--- src/rtl/vga_timing_gen_if.sv ---
// vga_timing_gen_if: raster timing bundle
// from the timing generator to pixel logic
interface vga_timing_gen_if #(
  parameter int CNT_W = 16
);
  logic             hsync;
  logic             vsync;
  logic             video;
  logic [CNT_W-1:0] x_loc;
  logic [CNT_W-1:0] y_loc;
  logic             pix_tick;
  logic             line_start;
  logic             frame_start;

  modport master (
    output hsync, vsync, video,
    output x_loc, y_loc,
    output pix_tick, line_start, frame_start
  );

  modport slave (
    input hsync, vsync, video,
    input x_loc, y_loc,
    input pix_tick, line_start, frame_start
  );
endinterface

--- src/rtl/vga_timing_gen.sv ---
// vga_timing_gen: parametrised VGA raster
// counters, sync/blank decode and strobes
module vga_timing_gen #(
  parameter int H_DISPLAY = 640,
  parameter int H_FRONT   = 16,
  parameter int H_SYNC    = 96,
  parameter int H_BACK    = 48,
  parameter int V_DISPLAY = 480,
  parameter int V_FRONT   = 10,
  parameter int V_SYNC    = 2,
  parameter int V_BACK    = 33,
  parameter bit HSYNC_POL = 1'b0,
  parameter bit VSYNC_POL = 1'b0,
  parameter int PIX_DIV   = 4,
  parameter int CNT_W     = 16
) (
  input  logic clk,
  input  logic reset,
  input  logic enable,
  vga_timing_gen_if.master vga
);

  localparam int H_TOTAL =
    H_DISPLAY + H_FRONT + H_SYNC + H_BACK;
  localparam int V_TOTAL =
    V_DISPLAY + V_FRONT + V_SYNC + V_BACK;
  localparam int DIV_W =
    (PIX_DIV > 1) ? $clog2(PIX_DIV) : 1;

  localparam logic [DIV_W-1:0] DIV_MAX =
    DIV_W'(PIX_DIV - 1);
  localparam logic [CNT_W-1:0] H_MAX =
    CNT_W'(H_TOTAL - 1);
  localparam logic [CNT_W-1:0] V_MAX =
    CNT_W'(V_TOTAL - 1);
  localparam logic [CNT_W-1:0] H_VIS =
    CNT_W'(H_DISPLAY);
  localparam logic [CNT_W-1:0] V_VIS =
    CNT_W'(V_DISPLAY);
  localparam logic [CNT_W-1:0] HS_BEG =
    CNT_W'(H_DISPLAY + H_FRONT);
  localparam logic [CNT_W-1:0] HS_END =
    CNT_W'(H_DISPLAY + H_FRONT + H_SYNC);
  localparam logic [CNT_W-1:0] VS_BEG =
    CNT_W'(V_DISPLAY + V_FRONT);
  localparam logic [CNT_W-1:0] VS_END =
    CNT_W'(V_DISPLAY + V_FRONT + V_SYNC);

  logic [DIV_W-1:0] div_cnt;
  logic [DIV_W-1:0] div_nxt;
  logic [CNT_W-1:0] hcount;
  logic [CNT_W-1:0] vcount;
  logic [CNT_W-1:0] h_nxt;
  logic [CNT_W-1:0] v_nxt;
  logic             tick;
  logic             h_act;
  logic             v_act;
  logic             vis_nxt;
  logic             hsync_q;
  logic             vsync_q;
  logic             video_q;

  // Reset gates the strobes so they stay low
  // even when the prescaler matches.
  assign tick = enable && !reset &&
                (div_cnt == DIV_MAX);

  // Next-state prescaler and raster counters.
  always_comb begin
    div_nxt = div_cnt;
    h_nxt   = hcount;
    v_nxt   = vcount;
    if (enable) begin
      if (div_cnt == DIV_MAX)
        div_nxt = '0;
      else
        div_nxt = div_cnt + 1'b1;
    end
    if (tick) begin
      if (hcount == H_MAX) begin
        h_nxt = '0;
        if (vcount == V_MAX)
          v_nxt = '0;
        else
          v_nxt = vcount + 1'b1;
      end else begin
        h_nxt = hcount + 1'b1;
      end
    end
  end

  // Decode from next-state counters so the
  // registered flags line up with x/y.
  always_comb begin
    h_act   = (h_nxt >= HS_BEG) &&
              (h_nxt <  HS_END);
    v_act   = (v_nxt >= VS_BEG) &&
              (v_nxt <  VS_END);
    vis_nxt = (h_nxt < H_VIS) &&
              (v_nxt < V_VIS);
  end

  // Counter and prescaler state.
  always_ff @(posedge clk) begin
    if (reset) begin
      div_cnt <= '0;
      hcount  <= '0;
      vcount  <= '0;
    end else begin
      div_cnt <= div_nxt;
      hcount  <= h_nxt;
      vcount  <= v_nxt;
    end
  end

  // Registered sync/blank; a held position
  // re-decodes to the same values.
  always_ff @(posedge clk) begin
    if (reset) begin
      hsync_q <= ~HSYNC_POL;
      vsync_q <= ~VSYNC_POL;
      video_q <= 1'b0;
    end else begin
      hsync_q <= h_act ? HSYNC_POL
                       : ~HSYNC_POL;
      vsync_q <= v_act ? VSYNC_POL
                       : ~VSYNC_POL;
      video_q <= vis_nxt;
    end
  end

  assign vga.hsync       = hsync_q;
  assign vga.vsync       = vsync_q;
  assign vga.video       = video_q;
  assign vga.x_loc       = hcount;
  assign vga.y_loc       = vcount;
  assign vga.pix_tick    = tick;
  assign vga.line_start  = tick &&
                           (hcount == '0);
  assign vga.frame_start = tick &&
                           (hcount == '0) &&
                           (vcount == '0);

endmodule
--- src/flat_wrapper.sv ---
// flat-port wrapper written by rule: the top's interface ports become plain ports
module vga_timing_gen_flat 
#(
  parameter int H_DISPLAY = 640,
  parameter int H_FRONT   = 16,
  parameter int H_SYNC    = 96,
  parameter int H_BACK    = 48,
  parameter int V_DISPLAY = 480,
  parameter int V_FRONT   = 10,
  parameter int V_SYNC    = 2,
  parameter int V_BACK    = 33,
  parameter bit HSYNC_POL = 1'b0,
  parameter bit VSYNC_POL = 1'b0,
  parameter int PIX_DIV   = 4,
  parameter int CNT_W     = 16
)
  (clk, reset, enable, vga_hsync, vga_vsync, vga_video, vga_x_loc, vga_y_loc, vga_pix_tick, vga_line_start, vga_frame_start);
  vga_timing_gen_if #(.CNT_W(CNT_W)) vga_i ();
  input  logic clk;
  input  logic reset;
  input  logic enable;
  output wire logic [$bits(vga_i.hsync)-1:0] vga_hsync;
  output wire logic [$bits(vga_i.vsync)-1:0] vga_vsync;
  output wire logic [$bits(vga_i.video)-1:0] vga_video;
  output wire logic [$bits(vga_i.x_loc)-1:0] vga_x_loc;
  output wire logic [$bits(vga_i.y_loc)-1:0] vga_y_loc;
  output wire logic [$bits(vga_i.pix_tick)-1:0] vga_pix_tick;
  output wire logic [$bits(vga_i.line_start)-1:0] vga_line_start;
  output wire logic [$bits(vga_i.frame_start)-1:0] vga_frame_start;
  assign vga_hsync = vga_i.hsync;
  assign vga_vsync = vga_i.vsync;
  assign vga_video = vga_i.video;
  assign vga_x_loc = vga_i.x_loc;
  assign vga_y_loc = vga_i.y_loc;
  assign vga_pix_tick = vga_i.pix_tick;
  assign vga_line_start = vga_i.line_start;
  assign vga_frame_start = vga_i.frame_start;
  vga_timing_gen #(.H_DISPLAY(H_DISPLAY), .H_FRONT(H_FRONT), .H_SYNC(H_SYNC), .H_BACK(H_BACK), .V_DISPLAY(V_DISPLAY), .V_FRONT(V_FRONT), .V_SYNC(V_SYNC), .V_BACK(V_BACK), .HSYNC_POL(HSYNC_POL), .VSYNC_POL(VSYNC_POL), .PIX_DIV(PIX_DIV), .CNT_W(CNT_W)) u_core (.clk(clk), .reset(reset), .enable(enable), .vga(vga_i));
endmodule
--- config.mk ---
export PLATFORM = sky130hd
export DESIGN_NAME = vga_timing_gen_flat
export DESIGN_NICKNAME = d
export VERILOG_FILES = /design/src/rtl/vga_timing_gen_if.sv /design/src/rtl/vga_timing_gen.sv /design/src/flat_wrapper.sv
export SDC_FILE = /design/constraint.sdc
export NUM_CORES = 1
export LEC_CHECK = 0
export ABC_AREA = 1
export BUFFER_PORTS_ARGS = -buffer_cell sky130_fd_sc_hd__buf_4
export CAP_MARGIN = 0
export CORE_MARGIN = 1.5
export CORE_UTILIZATION = 52
export CTS_BUF_LIST = sky130_fd_sc_hd__clkbuf_4 sky130_fd_sc_hd__clkbuf_8
export DETAILED_ROUTE_END_ITERATION = 10
export HOLD_SLACK_MARGIN = 0.15
export PLACE_DENSITY = 0.89
export SYNTH_ARGS = -nofsm -noshare
export SYNTH_HDL_FRONTEND = slang
export SYNTH_SLANG_ARGS = --single-unit
--- constraint.sdc ---
create_clock -name clk -period 1.8 [get_ports clk]
set_clock_uncertainty 0.1 [all_clocks]
set_input_delay 0.36 -clock clk [delete_from_list [all_inputs] [get_ports clk]]
set_output_delay 0.36 -clock clk [all_outputs]
set_load 0.02 [all_outputs]
==> results.py <==
metrics = {
    "status": {
        "status": "finished, violations left",
        "violations": "setup timing",
    },
    "min_path": {
        "hold_start": "reset",
        "holdPathStages": 2,
        "hold_class": "in2reg",
        "worstHoldEndpoint": "u_core.div_cnt[0]",
    },
    "floorplan": {
        "core_um2": 4350,
        "die_area_um2": 4920,
        "io_pins": 41,
        "die_width_um": 70.2,
        "rows": 24,
        "die_h_um": 70.2,
        "initial_utilization_pct": 53.9,
    },
    "timing": {
        "setup_violations": 14,
        "final_min_period_over_clock_period_pct": 123,
        "tns_ns": -2.01,
        "fin_hold_ws_ns": 0.181,
        "tightest_slew_ns": 0.403,
        "rsz0062_at_grt": "true",
        "setup_ws_ns": -0.405,
        "layout_min_cycle_time_ns": 2.21,
        "slew_viol_final": 0,
        "max_freq_ghz": 0.453,
        "hold_violations": 0,
        "maxSlewHeadroom_pct": 73.1,
    },
    "synthesis": {
        "synth.most_common_cell": "nand2_1",
        "ys_top_cells_by_count": "81 x nand2_1, 63 x nor2_1, 52 x inv_1",
        "synthArstFlopShare_pct": 0,
        "synth_edf_count": 0,
        "ys_ff_latch": 37,
        "synthesis.area_um2": 2340,
        "synthTopCellsByArea": "dfxtp_1 32%, nand2_1 13%, nor2_1 10%",
        "yosys.area.top_type": "dfxtp_1",
        "ys.flop_type": "dfxtp_1",
        "syn-num-nets": 375,
        "syn_avg_cell_area_um2": 6.39,
        "synthCells": 367,
        "netlist.area_leader.share_pct": 31.6,
        "yosysSeqAreaShare_pct": 31.6,
        "synth_warnings": 0,
        "synth_cell_types": 32,
    },
    "worst_setup_path": {
        "cp.required_ns": 1.95,
        "rr_worst_depth": 15,
        "startpoint_type": "flop",
        "arrival_ns": 2.36,
        "path_class": "reg2reg",
        "cp_max_fo": 4,
        "reg2reg_to": "u_core.vga.video",
        "critPathCaptureType": "flop",
        "regToRegStartpoint": "u_core.vga.x_loc[1]",
        "rrSetupSlack_ns": -0.41,
    },
    "grt": {
        "grt_util_all_layers_pct": 32.8,
        "grt_max_degree": 30,
        "grt.overflow.total": 0,
        "grt_antenna_before_repair": 0,
        "grt_pass1_vias": 2833,
        "grt_pass1_wl_mm": 12.9,
    },
    "route": {
        "firstDrtPassIters": 7,
        "vias": 3326,
        "routed_via_density": 6.11,
        "drt_iter0_markers": 527,
        "wl_per_cell_um": 18.2,
        "route.detailed.drc": 0,
        "drt_wl_total_mm": 9.88,
        "drtAntennaViolNets": 0,
    },
    "placed_design": {
        "placed_area_um2": 3290,
        "dp_slack_ns": -0.152,
        "hpwlAfterDp_mm": 5.64,
        "gp_congestion": 0.911,
        "port-buffer-count": 40,
    },
    "power": {
        "p_per_area_nw_per_um2": 480,
        "leakagePower_nw": 1.76,
        "ir_drop_mv": 0.551,
        "power_mw": 1.82,
    },
    "clocking": {
        "insertion_delay_ns": 0.31,
        "path_clk_slew_ns": 0.09,
        "cts_tree": "built",
        "cts_made_buffers": 5,
        "hold_buffers": 0,
        "cts_sinks": 37,
        "htree_levels": 2,
        "clock_tree.buffer_depth": 2,
        "cts_root_buffer": "clkbuf_8",
    },
    "flow_run": {
        "maxCapViolCount": 0,
    },
    "layout": {
        "insertedDiodeCount": 0,
        "drive_gt1_share_pct": 43.1,
        "fin_nets": 499,
        "design_area_um2": 3790,
        "synthToLayoutAreaGrowth_pct": 61.8,
    },
}
==> sequential cells by signal, indices dropped and copies added (netlist names) <==
signal / count
u_core.div_cnt: 2
u_core.vga.video: 1
u_core.vga.y_loc: 16
u_core.vga.vsync: 1
u_core.vga.x_loc: 16
u_core.vga.hsync: 1
==> kinds of logic after synthesis <==
| group | count (synthesis) | synth area share, % |
|---|---|---|
| adders and majority gates | 5 | 2.67 |
| and+or+nand+nor | 241 | 49.1 |
| AOI/OAI and AO/OA | 23 | 5.76 |
| buffers and inverters | 59 | 9.76 |
| xor gates and xnor gates | 2 | 1.07 |
| DFF | 37 | 31.6 |
==> layout by cell type, fill, tap and decap left out, types with 2 or more instances in the layout <==
cell type and count:
buf_4 112, nand2_1 71, nor2_1 52, inv_1 46, nand3_1 34, dfxtp_1 27, nand4_1 22, nor2_4 12
buf_6 10, nand2_2 9, a21oi_1 9, dfxtp_2 8, nor2_2 7, nor3_1 7, nand3_2 7, nand2_4 6
nand3_4 6, inv_2 5, o21ai_0 5, nor3_2 5, clkbuf_8 5, ha_4 4, o21ai_2 3, inv_4 2
nor4_4 2, xor2_2 2, bufinv_16 2, dfxtp_4 2
==> critical path: stages (launching register included) <==
cell     delay (ns)
dfxtp_4        0.37
buf_6          0.10
ha_4           0.14
nand2_4        0.05
nor2_2         0.08
nand2_2        0.09
nor2_4         0.16
buf_6          0.13
nand3_1        0.08
nand2_1        0.10
nand2_1        0.11
nand2_2        0.10
nor2_1         0.06
a21oi_1        0.20
nand3_1        0.16
nor2_1         0.13
==> power by group <==
group	internal (mW)	total [mW]	switching (mW)
combinational	0.0343	0.0837	0.0494
clock	0.551	0.908	0.357
sequential	0.822	0.828	0.00662
==> through the flow <==
step / util [%] / cells
floorplan: - / 367
global placement: 75.5 / 523
detailed placement: 75.5 / 523
CTS: 80.8 / 536
global route: 87.2 / 544
finish: 87.2 / 544
==> cell type report <==
| type | instances | area, µm² |
|---|---|---|
| Clock inverter | 3 | 65.1 |
| Fill cell | 223 | 559 |
| Inverter | 54 | 213 |
| Sequential cell | 37 | 758 |
| Multi-Input combinational cell | 271 | 1670 |
| Clock buffer | 5 | 68.8 |
| Timing Repair Buffer | 122 | 953 |
| Tap cell | 52 | 65.1 |
==> worst max-delay path by stage <==
stage                     depth (start not counted)  slack, ns                start                to
after global routing                             15      -0.39  u_core.vga.x_loc[1]  u_core.vga.video
final                                            15      -0.41  u_core.vga.x_loc[1]  u_core.vga.video
after global placement                            7      -0.09  u_core.vga.x_loc[0]   vga_frame_start
after detailed placement                         10      -0.15                reset  u_core.vga.vsync
after floorplan                                   6      -0.06    u_core.div_cnt[0]   vga_frame_start
after CTS                                         7      -0.30  u_core.vga.x_loc[1]   vga_frame_start
==> per-layer routing <==
metal  vias to the layer above  track usage, %  wire length, µm
met5                         -               0                0
met4                         0            17.1              855
met3                        95            6.20              953
met2                       267            56.8             4570
met1                      1523            38.1             3500
li1                       1441               -                -
==> timing repair <==
action	CTS	global route
gates cloned	0	0
resized for setup	16	59
hold endpoints to repair	0	0
buffers inserted	5	9
pin swaps	4	30
endpoints found under the setup margin	8	28
No activity file was read; power rests on OpenSTA's default activity.
